===== src/rtl/rr_stream_mux.sv =====
// Registered N-channel stream multiplexer. Selects one valid/ready input per cycle,
// either by address or by round-robin, into a one-entry output register with backpressure.
module rr_stream_mux #(
  parameter int WIDTH    = 8,
  parameter int CHANNELS = 4,
  parameter int SEL_W    = 2
) (
  input  logic                      clk,
  input  logic                      reset,
  input  logic                      mode,
  input  logic [SEL_W-1:0]          address,
  input  logic [CHANNELS*WIDTH-1:0] in_data,
  input  logic [CHANNELS-1:0]       in_valid,
  output logic [CHANNELS-1:0]       in_ready,
  output logic [WIDTH-1:0]          out_data,
  output logic [SEL_W-1:0]          out_channel,
  output logic                      out_valid,
  input  logic                      out_ready
);

  typedef enum logic {EMPTY = 1'b0, FULL = 1'b1} state_t;

  state_t           state, state_nxt;
  logic [SEL_W-1:0] rr_ptr;
  logic [SEL_W-1:0] grant_p0;
  logic             grant_vld_p0;
  logic [SEL_W-1:0] scan_idx;
  logic             space;
  logic             accept;

  // Stage p0: combinational grant from mode/address/in_valid/rr_ptr.
  always_comb begin
    grant_p0     = '0;
    grant_vld_p0 = 1'b0;
    scan_idx     = '0;
    if (!mode) begin
      for (int i = 0; i < CHANNELS; i++) begin
        if (SEL_W'(i) == address && in_valid[i]) begin
          grant_p0     = SEL_W'(i);
          grant_vld_p0 = 1'b1;
        end
      end
    end else begin
      // Descending scan so the channel nearest after rr_ptr is written last and wins.
      for (int k = CHANNELS; k >= 1; k--) begin
        scan_idx = SEL_W'((int'(rr_ptr) + k) % CHANNELS);
        if (in_valid[scan_idx]) begin
          grant_p0     = scan_idx;
          grant_vld_p0 = 1'b1;
        end
      end
    end
  end

  assign space     = (state == EMPTY) || out_ready;
  assign accept    = grant_vld_p0 && space;
  assign out_valid = (state == FULL);

  always_comb begin
    in_ready = '0;
    if (accept) in_ready[grant_p0] = 1'b1;
  end

  always_comb begin
    state_nxt = state;
    if (accept)         state_nxt = FULL;
    else if (out_ready) state_nxt = EMPTY;
  end

  always_ff @(posedge clk) begin
    if (reset) state <= EMPTY;
    else       state <= state_nxt;
  end

  // Stage p1: output register and arbitration pointer.
  always_ff @(posedge clk) begin
    if (reset) begin
      out_data    <= '0;
      out_channel <= '0;
      rr_ptr      <= SEL_W'(CHANNELS - 1);
    end else if (accept) begin
      out_data    <= in_data[grant_p0*WIDTH +: WIDTH];
      out_channel <= grant_p0;
      rr_ptr      <= grant_p0;
    end
  end

endmodule

===== config.mk =====
export PLATFORM = sky130hd
export DESIGN_NAME = rr_stream_mux
export DESIGN_NICKNAME = d
export VERILOG_FILES = /design/src/rtl/rr_stream_mux.sv
export SDC_FILE = /design/constraint.sdc
export NUM_CORES = 1
export LEC_CHECK = 0
export CORE_MARGIN = 4
export CORE_UTILIZATION = 37
export DETAILED_ROUTE_END_ITERATION = 16
export GPL_ROUTABILITY_DRIVEN = 0
export PLACE_DENSITY = 0.8
export SYNTH_ARGS = -nofsm -noshare
export SYNTH_HDL_FRONTEND = slang
export SYNTH_SLANG_ARGS = --single-unit

===== constraint.sdc =====
create_clock -name clk -period 2.4 [get_ports clk]
set_input_delay 0.48 -clock clk [delete_from_list [all_inputs] [get_ports clk]]
set_output_delay 0.48 -clock clk [all_outputs]
set_load 0.005 [all_outputs]

# Word-level counts from Yosys, hierarchy flattened
# Cells that the tools add are included.
[word_totals]
ff_bits = 13
in_bits = 42
out_inout_bits = 15
elab_cells = 58
[classes]
add_sub_neg = 4
n_lt_le_gt_ge = 6
eq_ne = 3
shifts = 1
n_mux = 30
n_bitwise = 1
n_reduce_logical = 9
[ops]
columns = ["op", "n"]
rows = [
  ["$shiftx 32x6->8", 1],
  ["$mux 1", 17],
  ["$lt 2x3->1 const B", 5],
  ["$mux 2", 7],
  ["$bmux 1 s2", 4],
  ["$logic_and 1x1->1", 6],
  ["$add 2x1->2 const B", 2],
  ["$add 2x2->2 const B", 2],
  ["$eq 2x2->1 const A", 2],
  ["$mux 4", 1],
  ["$demux 1 s2", 1],
  ["$eq 1x2->1 const A", 1],
  ["$ge 2x1->1 const B", 1],
  ["$logic_not 2->1", 1],
  ["$reduce_bool 2->1", 1],
  ["$logic_or 1x1->1", 1],
  ["$not 1->1", 1],
]

# Depth between registers and ports, before layout
# Gate-level depths: netlist of the first run.
[depth]
word_depth = 13
ltp_mapped = 8
ltp_nobuf = 6

# Least setup slack after synthesis of the first run
# No wires, ideal clock.
[synth_path]
path_kind = "input port to output port"
startpoint = "input address[0]"
endpoint = "output in_ready[1]"
arrival_time_ns = 1.630
t_required_ns = 1.920
slack_ns = 0.290
path_stages = 6
n_path_buf = 1
cell_sequence = "mux2_2 -> a21oi_1 -> a22o_1 -> nand2b_4 -> clkbuf_1 -> nor3b_1"
[synth_between]
elab_chain_cells = 11
elab_cells_between_ends = 24
cone_classes = "order compare (2); eq/ne (3); mux (12); reduce/logical (7)"
[synth_rtl]
columns = ["item", "line", "text"]
rows = [
  ["start, declared", "11", "input logic [SEL_W-1:0] address,"],
  ["$eq 1x2->1", "38", "if (SEL_W'(i) == address && in_valid[i]) begin"],
  ["$logic_and 1x1->1", "38", ""],
  ["$mux 1", "38", ""],
  ["$mux 2 (2 in series)", "38", ""],
  ["$mux 2", "36", "if (!mode) begin"],
  ["$lt 2x3->1 (not written as such) or $ge 2x1->1 (tied branches)", "61", "if (accept) in_ready[grant_p0] = 1'b1;"],
  ["$logic_and 1x1->1 (not written as such)", "61", ""],
  ["$mux 1 (not written as such)", "61", ""],
  ["$demux 1 s2", "61", ""],
  ["$mux 4 (*)", "61", ""],
  ["end, declared", "14", "output logic [CHANNELS-1:0] in_ready,"],
]
# Every way passes the cells marked *; elsewhere a longest branch is shown, timed or not.

# Final worst setup path of the first run
[layout_path]
startpoint = "input in_valid[1]"
endpoint = "output in_ready[2]"
[layout_between]
elab_chain_cells = 12
elab_cells_between_ends = 32
cone_classes = "order compare (2); mux (27); reduce/logical (3)"
[layout_rtl]
columns = ["item", "line", "text"]
rows = [
  ["start, declared", "13", "input logic [CHANNELS-1:0] in_valid,"],
  ["$bmux 1 s2", "47", "if (in_valid[scan_idx]) begin"],
  ["$mux 1 (not written as such)", "47", ""],
  ["$mux 2 (4 in series)", "47", ""],
  ["$mux 2", "36", ""],
  ["$lt 2x3->1 (not written as such) or $ge 2x1->1 (tied branches)", "61", ""],
  ["$logic_and 1x1->1 (not written as such)", "61", ""],
  ["$mux 1 (not written as such)", "61", ""],
  ["$demux 1 s2", "61", ""],
  ["$mux 4 (*)", "61", ""],
]
# Every way passes the cells marked *; elsewhere a longest branch is shown, timed or not. The select of a mux whose other input is x is not followed.

==> results_dict.tcl, run 1 <==
set metrics [dict create \
    seq_area_um2 262 \
    synth.area.top_cells "dfxtp_1 (28%), mux2i_1 (20%), o221ai_2 (13%)" \
    cts_tree "built" \
    grt_pass1_vias 1095 \
    clk_latency_ns 0.28 \
    routed_wl_mm 3.42 \
    critPathRequiredTime_ns 1.92 \
    yosysTopAreaCell "dfxtp_1" \
    p_int_mw 0.531 \
    routedWlPerCell_um 17.3 \
    ir_drop_uv 364 \
    ant_nets 0 \
    synth_enable_flop_cells 0 \
    met1_length_mm 1.38 \
    power_mw 0.784 \
    row_count 17 \
    finalCriticalPeriod_ns 2.35 \
    clockBufferDepth 2 \
    combPwrFrac_pct 48.2 \
    design_area_um2 1730 \
    route.met3.wl_um 162 \
    dieArea_um2 3380 \
    cp_num_buf_inv 4 \
    switching_share_pct 32.2 \
    cp_max_fo 7 \
    synth_top_area_share_pct 28.0 \
    powerDensity_nw_per_um2 453 \
    avgSynthCellArea_um2 9.80 \
    synth-async-reset-ratio_pct 0 \
    cp-end-kind "output port" \
    maxSlewViolCount 0 \
    wl_met2_mm 1.86 \
    die_h_um 58.2 \
    p_sw_mw 0.252 \
    crit_chain "dlygate4sd2_1 > buf_6 > nor4_2 > a22o_1 > and2b_1 > buf_4 > nand2_2 > nor2_2 > buf_2" \
    cts_buffers 3 \
    synth_cell_types 29 \
    clkPwrFrac_pct 18.1 \
    start_util_pct 40.5 \
    grt_overflow_total 0 \
    synth-seq-cells 13 \
    status "complete, no violations" \
    cpPeakStageDelay_ns 0.26 \
    syn2layout_area_growth_pct 85.9 \
    crit_path_start_kind "input port" \
    drc 0 \
    drt_pre_antenna_iters 4 \
    track_usage_pct 19.6 \
    clock.fmax_ghz 0.425 \
    slowest_stage "nor4_2" \
    cp_top_family "buffers and inverters" \
    crit_arrival_ns 1.87 \
    fin_nets 212 \
    diodes 0 \
    place_area_um2 1610 \
    portBuffers 56 \
    cts_sinks 13 \
    fillers 165 \
    hp-class "reg -> reg" \
    via_per_inst 5.44 \
    syn_area_um2 931 \
    drive_gt1_share_pct 33.7 \
    grt_max_degree 15 \
    yosys_warnings 0 \
    timing_hold_violations_final 0 \
    clockRootBuffer "clkbuf_4" \
    synth-seq-area-share_pct 28.0 \
    path_class "in -> out" \
    seq_power_share_pct 33.7 \
    fin_worst_skew_ns 0.00698 \
    chipWidth_um 58.2 \
    cap_violations 0 \
    h-tree-depth 1 \
    antenna_found_initial 0 \
    top_layer "met4" \
    dr.first_iter.drc_count 15 \
    synth_nets 137 \
    clk_pin_slew_ns 0.09 \
    worst_slew_pin_slew_ns 0.303 \
    synthFlopType "dfxtp_1" \
    p_leak_nw 0.715 \
    maxSlewHeadroom_pct 79.7 \
    io_pins 57 \
    vias 1072 \
    syn_inst 95 \
    setup_viol 0 \
    multi_input_area_um2 704 \
    hpwlAfterDp_mm 2.55 \
    core_um2 2300 \
    final.period_utilization_pct 98.0 \
    grt_pass1_wl_mm 5.15 \
]
## power by group through the flow
stage                     registers, mW  clock network (mW)  logic [mW]
after floorplan                   0.265                   0       0.157
after global routing              0.267               0.156       0.404
after global placement            0.265                   0       0.334
after detailed placement          0.267                   0       0.343
after CTS                         0.263               0.148       0.365
final                             0.264               0.142       0.378
## sequential cells by signal, summed over array words and instances (netlist names)
| signal | cells |
|---|---|
| out_valid | 1 |
| out_data | 8 |
| out_channel | 2 |
| rr_ptr | 2 |
## kinds of logic (layout without fill, tap and decap cells)
kind of cell / count (synthesis) / after routing / share of synthesized area (%)
buffers and inverters: 6 / 80 / 4.30
AO/OA/AOI/OAI: 23 / 23 / 23.1
multiplexers: 21 / 21 / 22.8
AND/OR/NAND/NOR: 32 / 32 / 21.8
flip-flops: 13 / 13 / 28.0
## synth_stat cells, drive strengths merged, types with 2 or more instances
cell     n
mux2i   19
dfxtp   13
nand2    3
a21oi    7
nor3     2
mux2     2
o21ai    2
nand3b   9
o21bai   2
nand2b   6
nor2     5
buf      4
o221ai   9
clkbuf   2
## timing repair
item | 4_1_cts | 5_1_grt
endpoints found under the setup margin | 12 | 3
gates resized for setup | 42 | 12
pin swaps | 6 | 5
hold endpoints to repair | 0 | 0
setup buffers | 5 | 0
gates cloned | 0 | 0
hold buffers | 0 | 0
## metrics by stage
step,std cells,setup slack (ns),utilization (%),TNS (ns),hold slack (ns)
after global routing,197,-0.0236,75.3,-0.0596,0.542
after CTS,197,0.0280,74.2,0,0.479
after detailed placement,189,-0.656,70.0,-5.21,0.466
after global placement,189,-0.574,70.0,-4.61,0.451
after floorplan,95,0.290,-,0,0.453
final,197,0.0489,75.3,0,0.513
## cells in the final DEF, fill, tap and decap left out, types with 2 or more instances in the layout
| cell | Yosys | routed |
|---|---|---|
| clkdlybuf4s50_1 | 0 | 45 |
| mux2i_1 | 19 | 19 |
| buf_4 | 0 | 15 |
| dfxtp_1 | 13 | 12 |
| o221ai_2 | 8 | 9 |
| nand3b_1 | 8 | 8 |
| buf_6 | 2 | 6 |
| a21oi_1 | 7 | 5 |
| buf_2 | 2 | 5 |
| nand2b_1 | 5 | 4 |
| nor2_1 | 5 | 3 |
| clkbuf_4 | 0 | 3 |
| dlygate4sd2_1 | 0 | 3 |
| mux2_4 | 0 | 2 |
| a21oi_2 | 0 | 2 |
| nand2b_4 | 1 | 2 |
| o21bai_1 | 2 | 2 |
| nor2_2 | 0 | 2 |
| nand2_1 | 3 | 2 |
| clkdlybuf4s15_1 | 0 | 2 |
## worst register-to-register path, delay by kind of cell, from the launching register on
kind | cells | cell delay [ns]
AO/OA/AOI/OAI | 3 | 0.32
multiplexers | 2 | 0.61
AND/OR/NAND/NOR | 1 | 0.15
buffers and inverters | 3 | 0.47
flip-flops | 1 | 0.39
## layout make-up
class,count,area share [%]
Tap cell,28,2.02
Clock inverter,1,0.289
Clock buffer,3,1.30
Multi-Input combinational cell,76,40.7
Timing Repair Buffer,76,40.6
Sequential cell,13,15.1
## path summary, 6_finish.rpt
kind                                startpoint        endpoint  slack [ns]  cells past startpoint
worst max-delay path               in_valid[1]     in_ready[2]        0.05                      9
worst min-delay path            out_channel[1]  out_channel[1]        0.51                      2
worst max register to register       rr_ptr[1]     out_data[5]        0.32                      9
worst min register to register  out_channel[1]  out_channel[1]        0.51                      2
## layer usage
metal	GRT usage, %	up-vias
li1	-	512
met5	0	-
met4	5.63	0
met2	36.1	37
met1	24.0	521
met3	1.56	2
No activity file was read; power rests on OpenSTA's default activity.
==> run 2: changes to the inputs <==
--- a/config.mk
+++ b/config.mk
@@ -5,6 +5,7 @@
 export SDC_FILE = /design/constraint.sdc
 export NUM_CORES = 1
 export LEC_CHECK = 0
+export CAP_MARGIN = 10
 export CORE_MARGIN = 4
 export CORE_UTILIZATION = 37
 export DETAILED_ROUTE_END_ITERATION = 16
==> results of run 2 <==
Final layout, timing and power as in run 1 (identical DEF).
==> run 3: changes to the inputs <==
--- a/config.mk
+++ b/config.mk
@@ -10,6 +10,7 @@
 export CORE_UTILIZATION = 37
 export DETAILED_ROUTE_END_ITERATION = 16
 export GPL_ROUTABILITY_DRIVEN = 0
+export GPL_TIMING_DRIVEN = 0
 export PLACE_DENSITY = 0.8
 export SYNTH_ARGS = -nofsm -noshare
 export SYNTH_HDL_FRONTEND = slang
==> results_dict.tcl, run 3 (synthesis results as in run 1) <==
set metrics [dict create \
    dr.first_iter.drc_count 22 \
    grt_overflow_total 0 \
    h-tree-depth 1 \
    grt_pass1_wl_mm 4.94 \
    maxSlewHeadroom_pct 73.3 \
    final_common_cell "clkdlybuf4s50_1" \
    die_h_um 58.2 \
    grt_max_degree 11 \
    portBuffers 56 \
    largest-register "out_data" \
    design_area_um2 1670 \
    clock.fmax_ghz 0.433 \
    start_util_pct 40.5 \
    powerDensity_nw_per_um2 462 \
    grt_pass1_vias 1034 \
    clockRootBuffer "clkbuf_4" \
    routedWlPerCell_um 16.7 \
    maxSlewViolCount 0 \
    p_leak_nw 0.684 \
    fin_worst_skew_ns 0.00122 \
    clockBufferDepth 2 \
    syn2layout_area_growth_pct 79.0 \
    ir_drop_uv 346 \
    grt_util_met3_pct 3.34 \
    core_um2 2300 \
    vias 1054 \
    largest_register_ffs 8 \
    dieArea_um2 3380 \
    drive_gt1_share_pct 33.3 \
    grt_setup_unrepaired "no" \
    met1_usage_pct 22.0 \
    worst_slew_pin_slew_ns 0.400 \
    antenna_found_initial 0 \
    crit_start "rr_ptr[1]" \
    final_cells 193 \
    dp.cells 179 \
    path_class "reg -> out" \
    cp_max_fo 7 \
    hp-class "reg -> reg" \
    clk_pin_slew_ns 0.08 \
    fillers 187 \
    cap_violations 0 \
    crit_arrival_ns 1.83 \
    finalCriticalPeriod_ns 2.31 \
    final.period_utilization_pct 96.3 \
    cts_hold_buf 0 \
    cp-end-kind "output port" \
    cts_buffers 3 \
    status "complete, no violations" \
    clk_latency_ns 0.28 \
    critPathRequiredTime_ns 1.92 \
    drt_pre_antenna_iters 4 \
    timing_hold_violations_final 0 \
    worstHoldStart "out_channel[1]" \
    row_count 17 \
    track_usage_pct 19.1 \
    fin_nets 208 \
    hpwlAfterDp_mm 2.40 \
    final_cell_mix "clkdlybuf4s50_1 (45), mux2i_1 (18), buf_4 (13)" \
    largestRegisters "out_data: 8 flops, out_channel: 2 flops, rr_ptr: 2 flops" \
    chipWidth_um 58.2 \
    routed_wl_mm 3.23 \
    ant_nets 0 \
    cts_sinks 13 \
    grt.met2_usage_pct 35.0 \
    io_pins 57 \
    drc 0 \
    via_per_inst 5.46 \
    diodes 0 \
    setup_viol 0 \
    place_area_um2 1530 \
    crit_path_start_kind "flop" \
    r2r-start "rr_ptr[1]" \
    busiest_layer "met2" \
    cts_tree "built" \
]
[run 3: through the flow]
step,power (mW),util (%),hold slack [ns],setup TNS (ns),setup WS [ns]
finish,0.770,72.5,0.467,0,0.0886
global route,0.821,72.5,0.499,0,0.00202
CTS,0.750,70.6,0.462,0,0.0111
detailed placement,0.587,66.4,0.450,-5.32,-0.951
global placement,0.579,66.4,0.445,-4.89,-0.922
floorplan,0.422,-,0.453,0,0.290
[run 3: per-layer routing]
layer,share of wire [%],vias to the layer above
met4,1.2,0
li1,-,508
met2,56,30
met1,39,511
met5,0,-
met3,4.6,5
[run 3: power by group]
part           leakage [nW]  switching (mW)  total (mW)  internal [mW]
registers             0.108          0.0154       0.260          0.244
clock network        0.0177          0.0767       0.139         0.0619
logic                 0.559           0.152       0.372          0.220
[run 3: worst paths after layout]
path	endpoint	slack (ns)	depth (start not counted)
min reg2reg	out_channel[1]	0.47	2
max reg2reg	out_data[7]	0.39	8
min	out_channel[1]	0.47	2
max	in_ready[3]	0.09	8
[run 3: area by class of cell]
cell class / count / area [um^2] / area share (%)
buffer: 5 / 42.5 / 2.55
tap: 28 / 35.0 / 2.10
timing repair buffer: 67 / 597 / 35.8
clock buffer: 3 / 22.5 / 1.35
sequential: 13 / 262 / 15.7
multi-input combinational: 76 / 703 / 42.2
clock inverter: 1 / 5.00 / 0.300
[run 3: critical path, stage by stage, from the launching register on]
cell and delay (ns):
dfxtp_2 0.33, buf_6 0.11, mux2_4 0.30, o21ai_2 0.15
a311oi_2 0.05, nor2_1 0.20, buf_6 0.15, and3_4 0.16
buf_2 0.10
[run 3: what timing repair did]
action	CTS	global route
pin swaps	6	4
resized for setup	40	20
setup buffers	9	3
endpoints found under the setup margin	4	4
